### config.mk
export PLATFORM = sky130hd
export DESIGN_NAME = led_bank_scheduler_flat
export DESIGN_NICKNAME = d
export VERILOG_FILES = /design/src/rtl/led_bank_scheduler_if.sv /design/src/rtl/led_bank_scheduler.sv /design/src/flat_wrapper.sv
export SDC_FILE = /design/constraint.sdc
export NUM_CORES = 1
export LEC_CHECK = 0
export CAP_MARGIN = 15
export CORE_MARGIN = 5
export CORE_UTILIZATION = 40
export DETAILED_ROUTE_END_ITERATION = 12
export PLACE_DENSITY = 0.66
export SLEW_MARGIN = 0
export SYNTH_ARGS = -nofsm -noshare
export SYNTH_HDL_FRONTEND = slang
export SYNTH_SLANG_ARGS = --single-unit
### constraint.sdc
create_clock -name CLK -period 2.57 [get_ports CLK]
set_clock_uncertainty 0.15 [all_clocks]
set_input_delay 0.514 -clock CLK [delete_from_list [all_inputs] [get_ports CLK]]
set_output_delay 0.514 -clock CLK [all_outputs]
set_load 0.01 [all_outputs]
### src/rtl/led_bank_scheduler_if.sv
// Requester-side bundle for led_bank_scheduler: requests, packed values,
// grant/ack handshake and the shared LED bank outputs.
interface led_bank_scheduler_if #(
  parameter int unsigned WIDTH = 4
);
  logic [3:0]         REQ;
  logic [4*WIDTH-1:0] VALS;
  logic [3:0]         GNT;
  logic [3:0]         ACK;
  logic [WIDTH-1:0]   BANK_VAL;
  logic [3:0]         BANK_EN;
  logic               BUSY;

  modport master (
    output REQ, VALS,
    input  GNT, ACK, BANK_VAL, BANK_EN, BUSY
  );

  modport slave (
    input  REQ, VALS,
    output GNT, ACK, BANK_VAL, BANK_EN, BUSY
  );
endinterface

### src/rtl/led_bank_scheduler.sv
// Four-way scheduler sharing the LED bank datapath; round-robin by default,
// fixed lowest-index priority when LED_SCHED_FIXED_PRI_EN is defined.
module led_bank_scheduler #(
  parameter int unsigned WIDTH       = 4,
  parameter int unsigned HOLD_CYCLES = 8
) (
  input  logic                  CLK,
  input  logic                  RST,
  led_bank_scheduler_if.slave   bus
);

  typedef enum logic [1:0] {
    S_IDLE,
    S_GRANT,
    S_HOLD,
    S_RELEASE
  } state_t;

  state_t           state_q;
  logic [1:0]       win_q;
  logic [1:0]       win_d;
  logic [7:0]       cnt_q;
  logic [3:0]       gnt_q;
  logic [3:0]       ack_q;
  logic [3:0]       bank_en_q;
  logic [WIDTH-1:0] bank_val_q;
  logic             busy_q;
  logic             any_req;

`ifdef LED_SCHED_FIXED_PRI_EN
  always_comb begin
    win_d   = '0;
    any_req = |bus.REQ;
    for (int unsigned k = 4; k > 0; k--) begin
      if (bus.REQ[k-1]) win_d = 2'(k - 1);
    end
  end
`else
  logic [1:0] ptr_q;
  logic [1:0] idx;

  // Walk from the farthest slot back to the pointer so the closest requester wins.
  always_comb begin
    win_d   = ptr_q;
    idx     = ptr_q;
    any_req = |bus.REQ;
    for (int unsigned k = 4; k > 0; k--) begin
      idx = ptr_q + 2'(k - 1);
      if (bus.REQ[idx]) win_d = idx;
    end
  end
`endif

  always_ff @(posedge CLK or posedge RST) begin
    if (RST) begin
      state_q    <= S_IDLE;
      win_q      <= '0;
      cnt_q      <= '0;
      gnt_q      <= '0;
      ack_q      <= '0;
      bank_en_q  <= '0;
      bank_val_q <= '0;
      busy_q     <= 1'b0;
`ifndef LED_SCHED_FIXED_PRI_EN
      ptr_q      <= '0;
`endif
    end else begin
      unique case (state_q)
        S_IDLE: begin
          if (any_req) begin
            win_q   <= win_d;
            gnt_q   <= 4'b0001 << win_d;
            busy_q  <= 1'b1;
            state_q <= S_GRANT;
          end
        end
        S_GRANT: begin
          bank_val_q <= bus.VALS[win_q*WIDTH +: WIDTH];
          cnt_q      <= 8'(HOLD_CYCLES - 1);
          bank_en_q  <= gnt_q;
          state_q    <= S_HOLD;
        end
        S_HOLD: begin
          // Abort takes precedence over completion; ACK is armed only on completion.
          if (!bus.REQ[win_q]) begin
            bank_en_q <= '0;
            state_q   <= S_RELEASE;
          end else if (cnt_q == 8'd0) begin
            bank_en_q <= '0;
            ack_q     <= gnt_q;
            state_q   <= S_RELEASE;
          end else begin
            cnt_q <= cnt_q - 8'd1;
          end
        end
        S_RELEASE: begin
          ack_q   <= '0;
          gnt_q   <= '0;
          busy_q  <= 1'b0;
`ifndef LED_SCHED_FIXED_PRI_EN
          ptr_q   <= win_q + 2'd1;
`endif
          state_q <= S_IDLE;
        end
        default: state_q <= S_IDLE;
      endcase
    end
  end

  assign bus.GNT      = gnt_q;
  assign bus.ACK      = ack_q;
  assign bus.BANK_EN  = bank_en_q;
  assign bus.BANK_VAL = bank_val_q;
  assign bus.BUSY     = busy_q;

endmodule

### src/flat_wrapper.sv
// flat-port wrapper written by rule: the top's interface ports become plain ports
module led_bank_scheduler_flat 
#(
  parameter int unsigned WIDTH       = 4,
  parameter int unsigned HOLD_CYCLES = 8
)
  (CLK, RST, bus_REQ, bus_VALS, bus_GNT, bus_ACK, bus_BANK_VAL, bus_BANK_EN, bus_BUSY);
  led_bank_scheduler_if #(.WIDTH(WIDTH)) bus_i ();
  input  logic CLK;
  input  logic RST;
  input wire logic [$bits(bus_i.REQ)-1:0] bus_REQ;
  input wire logic [$bits(bus_i.VALS)-1:0] bus_VALS;
  output wire logic [$bits(bus_i.GNT)-1:0] bus_GNT;
  output wire logic [$bits(bus_i.ACK)-1:0] bus_ACK;
  output wire logic [$bits(bus_i.BANK_VAL)-1:0] bus_BANK_VAL;
  output wire logic [$bits(bus_i.BANK_EN)-1:0] bus_BANK_EN;
  output wire logic [$bits(bus_i.BUSY)-1:0] bus_BUSY;
  assign bus_i.REQ = bus_REQ;
  assign bus_i.VALS = bus_VALS;
  assign bus_GNT = bus_i.GNT;
  assign bus_ACK = bus_i.ACK;
  assign bus_BANK_VAL = bus_i.BANK_VAL;
  assign bus_BANK_EN = bus_i.BANK_EN;
  assign bus_BUSY = bus_i.BUSY;
  led_bank_scheduler #(.WIDTH(WIDTH), .HOLD_CYCLES(HOLD_CYCLES)) u_core (.CLK(CLK), .RST(RST), .bus(bus_i));
endmodule
; After elaboration in Yosys (flattened, before gate mapping)
; Index checks and enable logic that the tools add are counted.
[classes]
shift = 2
addsub = 5
muxes = 31
eq_ne = 8
order_cmp = 5
n_reduce_logical = 12
[op_table]
columns = op, count
row1 = $pmux W4 S2, 3
row2 = $mux W4, 5
row3 = $mux W8, 2
row4 = $pmux W8 S2, 1
row5 = $shiftx A16 B5 Y4, 1
row6 = $lt A2 B3 Y1 const B, 5
row7 = $mux W2, 7
row8 = $bmux W1 S2, 5
row9 = $logic_not A8 Y1, 1
row10 = $pmux W2 S4, 1
row11 = $reduce_and A2 Y1, 4
row12 = $sub A8 B1 Y8 const B, 1
row13 = $mux W1, 6
row14 = $ne A2 B1 Y1 const B, 3
row15 = $reduce_and A3 Y1, 2
row16 = $reduce_bool A2 Y1, 3
row17 = $add A2 B1 Y2 const B, 2
row18 = $add A2 B2 Y2 const B, 2
row19 = $eq A2 B2 Y1 const B, 2
row20 = $reduce_or A4 Y1, 1
row21 = $shl A1 B2 Y4 const A, 1
row22 = $ne A3 B3 Y1 const B, 1
row23 = $eq A2 B1 Y1 const B, 1
row24 = $logic_not A2 Y1, 1
row25 = 2 further kinds, 2
[word_totals]
ff_bits = 31
in_bits = 22
output_inout_bits = 17
elab_cells = 72

; Logic depth before layout (Yosys ltp)
[logic_depth]
word_depth = 10
depth_mapped = 7
ltp_nobuf = 6

; Worst setup path before layout
; Ideal clock, no wire load.
[synth_timing]
path_type = register to register
startpoint = register u_core.state_q[0]
endpoint = register u_core.cnt_q[4]
setup_ns = 0.070
slack_ns = 0.618
required_time_ns = 2.350
t_arrival_ns = 1.733
synth_period_minus_slack_ns = 1.952
path_stages_with_launch = 8
path_buffers = 1
path_cell_list = dfrtp_1 -> inv_1 -> ha_1 -> buf_2 -> inv_1 -> or3_1 -> or4_1 -> nand3_1
[synth_between]
elab_chain_len = 3
elab_cells_between_ends = 7
classes_between = eq/ne (4) / mux (1) / reduce/logical (2)
[synth_rtl]
columns = item, line_no
row1 = from (decl), led_bank_scheduler.sv:19  ; state_t state_q;
row2 = from (signal assigned), led_bank_scheduler.sv:56  ; state_q <= S_IDLE;
row3 = from (signal assigned), led_bank_scheduler.sv:74  ; state_q <= S_GRANT;
row4 = from (signal assigned), led_bank_scheduler.sv:81  ; state_q <= S_HOLD;
row5 = $eq A2 B2 Y1 or $eq A2 B1 Y1 (tied branches), led_bank_scheduler.sv:68  ; unique case (state_q)
row6 = $ne A2 B1 Y1 (no line) (tied with other cells), --
row7 = $reduce_and A3 Y1 (no line), --
row8 = to (signal assigned), led_bank_scheduler.sv:79  ; cnt_q <= 8'(HOLD_CYCLES - 1);
row9 = to (signal assigned), led_bank_scheduler.sv:93  ; cnt_q <= cnt_q - 8'd1;
row10 = to (decl), led_bank_scheduler.sv:22  ; logic [7:0] cnt_q;
; Several ways; a longest one is shown, not always the timed one.
; A chain may end at the register's enable or synchronous reset.

; Worst setup path after layout
[layout_timing]
startpoint = input bus_REQ[3]
endpoint = register u_core.cnt_q[0]
[layout_between]
elab_chain_len = 4
[layout_rtl]
columns = item, line_no
row1 = from (decl), flat_wrapper.sv:11  ; input wire logic [$bits(bus_i.REQ)-1:0] bus_REQ;
row2 = $bmux W1 S2, led_bank_scheduler.sv:85  ; if (!bus.REQ[win_q]) begin
row3 = $mux W1 (implied by the code), led_bank_scheduler.sv:85
row4 = $ne A2 B1 Y1 (no line), --
row5 = $reduce_and A3 Y1 (no line), --
; Every way passes these cells. The select of a mux whose other input is x is not followed.

==> impl_metrics.prom <==
# TYPE chip_impl_metric gauge
chip_impl_info{name="status",value="finished, final reports clean"} 1
chip_impl_metric{name="dr.pass1.iters",unit=""} 4
chip_impl_metric{name="dp_cells",unit=""} 239
chip_impl_metric{name="routed_wire_length_per_instance",unit="microns"} 17.07
chip_impl_metric{name="clkLatencyLatePin",unit="ps"} 280
chip_impl_metric{name="cts.htree.levels",unit=""} 2
chip_impl_metric{name="first_pass_grt_wire_length",unit="microns"} 6927
chip_impl_metric{name="drive_gt1_share",unit="%"} 11.22
chip_impl_info{name="clockRootBuffer",value="sky130_fd_sc_hd__clkbuf_8"} 1
chip_impl_info{name="worst_hold_path.endpoint",value="u_core.bus.BANK_EN[0]"} 1
chip_impl_metric{name="cts.clk_slew.worst_paths",unit="ps"} 60
chip_impl_metric{name="worst-endpoint-arrival",unit="ps"} 2200
chip_impl_metric{name="yosys_register_bits",unit=""} 31
chip_impl_info{name="rsz0062_at_grt",value="false"} 1
chip_impl_metric{name="initial_utilization",unit="%"} 42.12
chip_impl_metric{name="synthToLayoutAreaGrowth",unit="%"} 30.89
chip_impl_metric{name="max-vdd-ir-drop",unit="uV"} 438.0
chip_impl_metric{name="grt_pass1_vias",unit=""} 1457
chip_impl_metric{name="post_synth_top_area_share",unit="%"} 45.39
chip_impl_metric{name="timing_worst_slew_pin_value",unit="ps"} 642.0
chip_impl_metric{name="first_iter_violations",unit=""} 59
chip_impl_metric{name="holdBufCountCts",unit=""} 0
chip_impl_metric{name="share_of_flip_flops_with_an_asynchronous_set_or_reset_after_synthesis",unit="%"} 100.0
chip_impl_info{name="yosys_most_used_dff",value="sky130_fd_sc_hd__dfrtp_1"} 1
chip_impl_info{name="kind_of_critical_path",value="in -> reg"} 1
chip_impl_info{name="r2r-start",value="u_core.state_q[0]"} 1
chip_impl_info{name="yosys.area.top_type",value="sky130_fd_sc_hd__dfrtp_1"} 1
chip_impl_metric{name="hpwlAfterDp",unit="microns"} 3246
chip_impl_metric{name="post_syn_area_per_cell",unit="sq um"} 11.24
chip_impl_metric{name="fmaxAchievable",unit="MHz"} 456.4
chip_impl_metric{name="critPathMaxFanout",unit=""} 9
chip_impl_metric{name="setup_total_negative_slack",unit="ps"} 0
chip_impl_metric{name="cts_buffer_depth",unit=""} 2
chip_impl_metric{name="synth_edf_count",unit=""} 0
chip_impl_metric{name="worst-r2r-setup-slack",unit="ps"} 410
chip_impl_info{name="commonest_cells_after_routing_fill_and_taps_aside",value="38 x sky130_fd_sc_hd__clkdlybuf4s50_1, 31 x sky130_fd_sc_hd__dfrtp_1, 12 x sky130_fd_sc_hd__inv_1, 10 x sky130_fd_sc_hd__nand2_1"} 1
chip_impl_metric{name="min_delay_path_depth",unit=""} 1
chip_impl_metric{name="layout.nets",unit=""} 224
chip_impl_metric{name="numCtsBuffers",unit=""} 5
chip_impl_metric{name="timing.max_slew.rel_slack",unit="%"} 56.80
chip_impl_metric{name="post-place-ws",unit="ps"} 90.44
chip_impl_metric{name="final_critical_path_setup_slack",unit="ps"} 378.8
chip_impl_metric{name="ant_nets",unit=""} 0
chip_impl_metric{name="postSynthNetCount",unit=""} 180
chip_impl_metric{name="wl",unit="microns"} 4198
chip_impl_metric{name="synth-seq-area-share",unit="%"} 45.39
chip_impl_info{name="worstSetupEndpointType",value="register"} 1
chip_impl_metric{name="ctsResizeCount",unit=""} 0
chip_impl_info{name="timing.hold.worst.class",value="reg -> reg"} 1
chip_impl_metric{name="final.period_utilization",unit="%"} 85.26
chip_impl_metric{name="num_antenna_cells",unit=""} 0
chip_impl_metric{name="die_w",unit="microns"} 75.37
chip_impl_metric{name="drc_errors",unit=""} 0
chip_impl_metric{name="number_of_warnings_reported_in_the_yosys_synthesis_log",unit=""} 0
chip_impl_metric{name="cap_violations",unit=""} 0
chip_impl_metric{name="area_of_the_mapped_netlist",unit="sq mm"} 0.001709
chip_impl_metric{name="overflow",unit=""} 0
chip_impl_info{name="tritoncts",value="done"} 1
chip_impl_metric{name="power.static_leakage",unit="uW"} 0.0009402
chip_impl_metric{name="postSynthCellCount",unit=""} 152
chip_impl_metric{name="grt_antenna_before_repair",unit=""} 0
chip_impl_info{name="timing.rr.end",value="u_core.cnt_q[4]"} 1
chip_impl_metric{name="buffers_inserted_by_post_cts_timing_repair",unit=""} 0
chip_impl_info{name="start_kind",value="primary input"} 1
chip_impl_metric{name="avgViaCountPerCell",unit=""} 5.858
chip_impl_metric{name="instances_no_fill",unit=""} 246
chip_impl_metric{name="fp.dieArea",unit="sq mm"} 0.005680
chip_impl_metric{name="globalRouteTotalUtil",unit="%"} 16.11
chip_impl_metric{name="rows",unit=""} 23
chip_impl_metric{name="portBuffers",unit=""} 38
chip_impl_metric{name="place_congestion",unit=""} 0.8770
chip_impl_metric{name="coreArea",unit="sq mm"} 0.004058
chip_impl_info{name="worstHoldStart",value="u_core.bus.BANK_EN[0]"} 1
chip_impl_metric{name="finalCoreUtilization",unit="%"} 55.13
chip_impl_metric{name="cts.sink_count",unit=""} 31
chip_impl_metric{name="r2r_cells",unit=""} 6
chip_impl_metric{name="boundaryPins",unit=""} 39
chip_impl_metric{name="grt_start_max_net_pins",unit=""} 32
chip_impl_metric{name="drv_slew",unit=""} 0
chip_impl_metric{name="fin_crit",unit="ps"} 2191
chip_impl_metric{name="worst_ep_required_time",unit="ps"} 2580
chip_impl_metric{name="routed-via-count",unit=""} 1441
chip_impl_metric{name="synthDistinctLibCells",unit=""} 45
chip_impl_info{name="layout.cells.most_common",value="sky130_fd_sc_hd__clkdlybuf4s50_1"} 1
chip_impl_metric{name="power_density",unit="mW/mm^2"} 1018
chip_impl_metric{name="report.final.hold_viol_count",unit=""} 0
chip_impl_metric{name="chipHeight",unit="microns"} 75.37
chip_impl_metric{name="report.final.setup_viol",unit=""} 0
chip_impl_info{name="netlist_top_cells_area",value="sky130_fd_sc_hd__dfrtp_1 45%, sky130_fd_sc_hd__mux4_1 6.1%, sky130_fd_sc_hd__a32o_1 4.7%"} 1
-- Yosys cell counts (2+ instances only) --
master,n
sky130_fd_sc_hd__buf_2,2
sky130_fd_sc_hd__nor4_1,2
sky130_fd_sc_hd__a22o_1,5
sky130_fd_sc_hd__dfrtp_1,31
sky130_fd_sc_hd__inv_1,12
sky130_fd_sc_hd__nand2b_1,2
sky130_fd_sc_hd__mux4_1,4
sky130_fd_sc_hd__nand3_1,4
sky130_fd_sc_hd__nand4_1,2
sky130_fd_sc_hd__mux2_2,5
sky130_fd_sc_hd__a21oi_1,6
sky130_fd_sc_hd__a31oi_1,3
sky130_fd_sc_hd__nor2_1,6
sky130_fd_sc_hd__nor2b_1,4
sky130_fd_sc_hd__ha_1,6
sky130_fd_sc_hd__o21ai_0,8
sky130_fd_sc_hd__nor3_1,2
sky130_fd_sc_hd__nand2_1,10
sky130_fd_sc_hd__a32o_1,8
sky130_fd_sc_hd__o211ai_1,3
sky130_fd_sc_hd__or3_1,3
-- worst max-delay path by stage --
stage                 startpoint               endpoint  cells past startpoint
2_1_floorplan  u_core.state_q[0]        u_core.cnt_q[4]                      7
3_3_place_gp          bus_REQ[3]        u_core.cnt_q[0]                      5
3_5_place_dp          bus_REQ[3]  u_core.bus.BANK_EN[3]                      5
4_1_cts               bus_REQ[3]        u_core.cnt_q[0]                      5
5_1_grt        u_core.state_q[1]        u_core.cnt_q[4]                      6
6_report              bus_REQ[3]        u_core.cnt_q[0]                      5
-- flip-flops by register name, indices dropped and copies added, names as in the netlist, 2 cells and up --
name and cells:
u_core.bus.ACK 4, u_core.state_q 2, u_core.bus.BANK_VAL 4, u_core.ptr_q 2, u_core.cnt_q 8, u_core.bus.BANK_EN 4
u_core.win_q 2, u_core.bus.GNT 4
-- critical path: stages --
cell,delay (ps)
sky130_fd_sc_hd__clkdlybuf4s50_1,500
sky130_fd_sc_hd__mux4_2,620
sky130_fd_sc_hd__o21ai_2,160
sky130_fd_sc_hd__a21oi_2,130
sky130_fd_sc_hd__mux2_2,280
-- power by group --
group	switching (uW)	total, uW	internal (uW)
sequential	156	792	636
clock	170	379	210
combinational	574	1110	532
-- logic make-up (layout without fill, tap and decap cells) --
group                      Yosys count  count (layout)  synth area share, %
DFF                                 31              31                45.39
buffers and inverters               16              60                4.099
adders and majority gates            6               6                4.392
and+or+nand+nor                     40              40                12.74
AOI/OAI and AO/OA                   47              47                21.52
xor gates and xnor gates             1               1               0.5125
muxes                               11              11                11.35
-- metrics by stage --
step,total power [uW],cell area [sq um],hold WS (ps)
global placement,1863,2150,338.5
finish,2277,2237,355.2
CTS,2303,2237,358.3
detailed placement,1915,2150,334.5
floorplan,1508,1709,347.7
global route,2438,2237,382.1
-- per-layer routing --
metal | global-route usage (%) | vias up | wire [microns]
met2 | 28.00 | 51 | 2191
met5 | 0 | - | 0
met4 | 4.466 | 0 | 29
li1 | - | 680 | -
met3 | 4.485 | 4 | 294
met1 | 19.63 | 706 | 1682
-- cell type report --
class | count | area [sq um]
clock inverter | 1 | 5.005
timing repair buffer | 41 | 402.9
sequential | 31 | 775.7
inverter | 12 | 45.04
fill | 349 | 1821
clock buffer | 6 | 82.58
tap | 50 | 62.56
multi-input combinational | 105 | 863.3
Note: power is estimated with default switching activity, not from simulation.
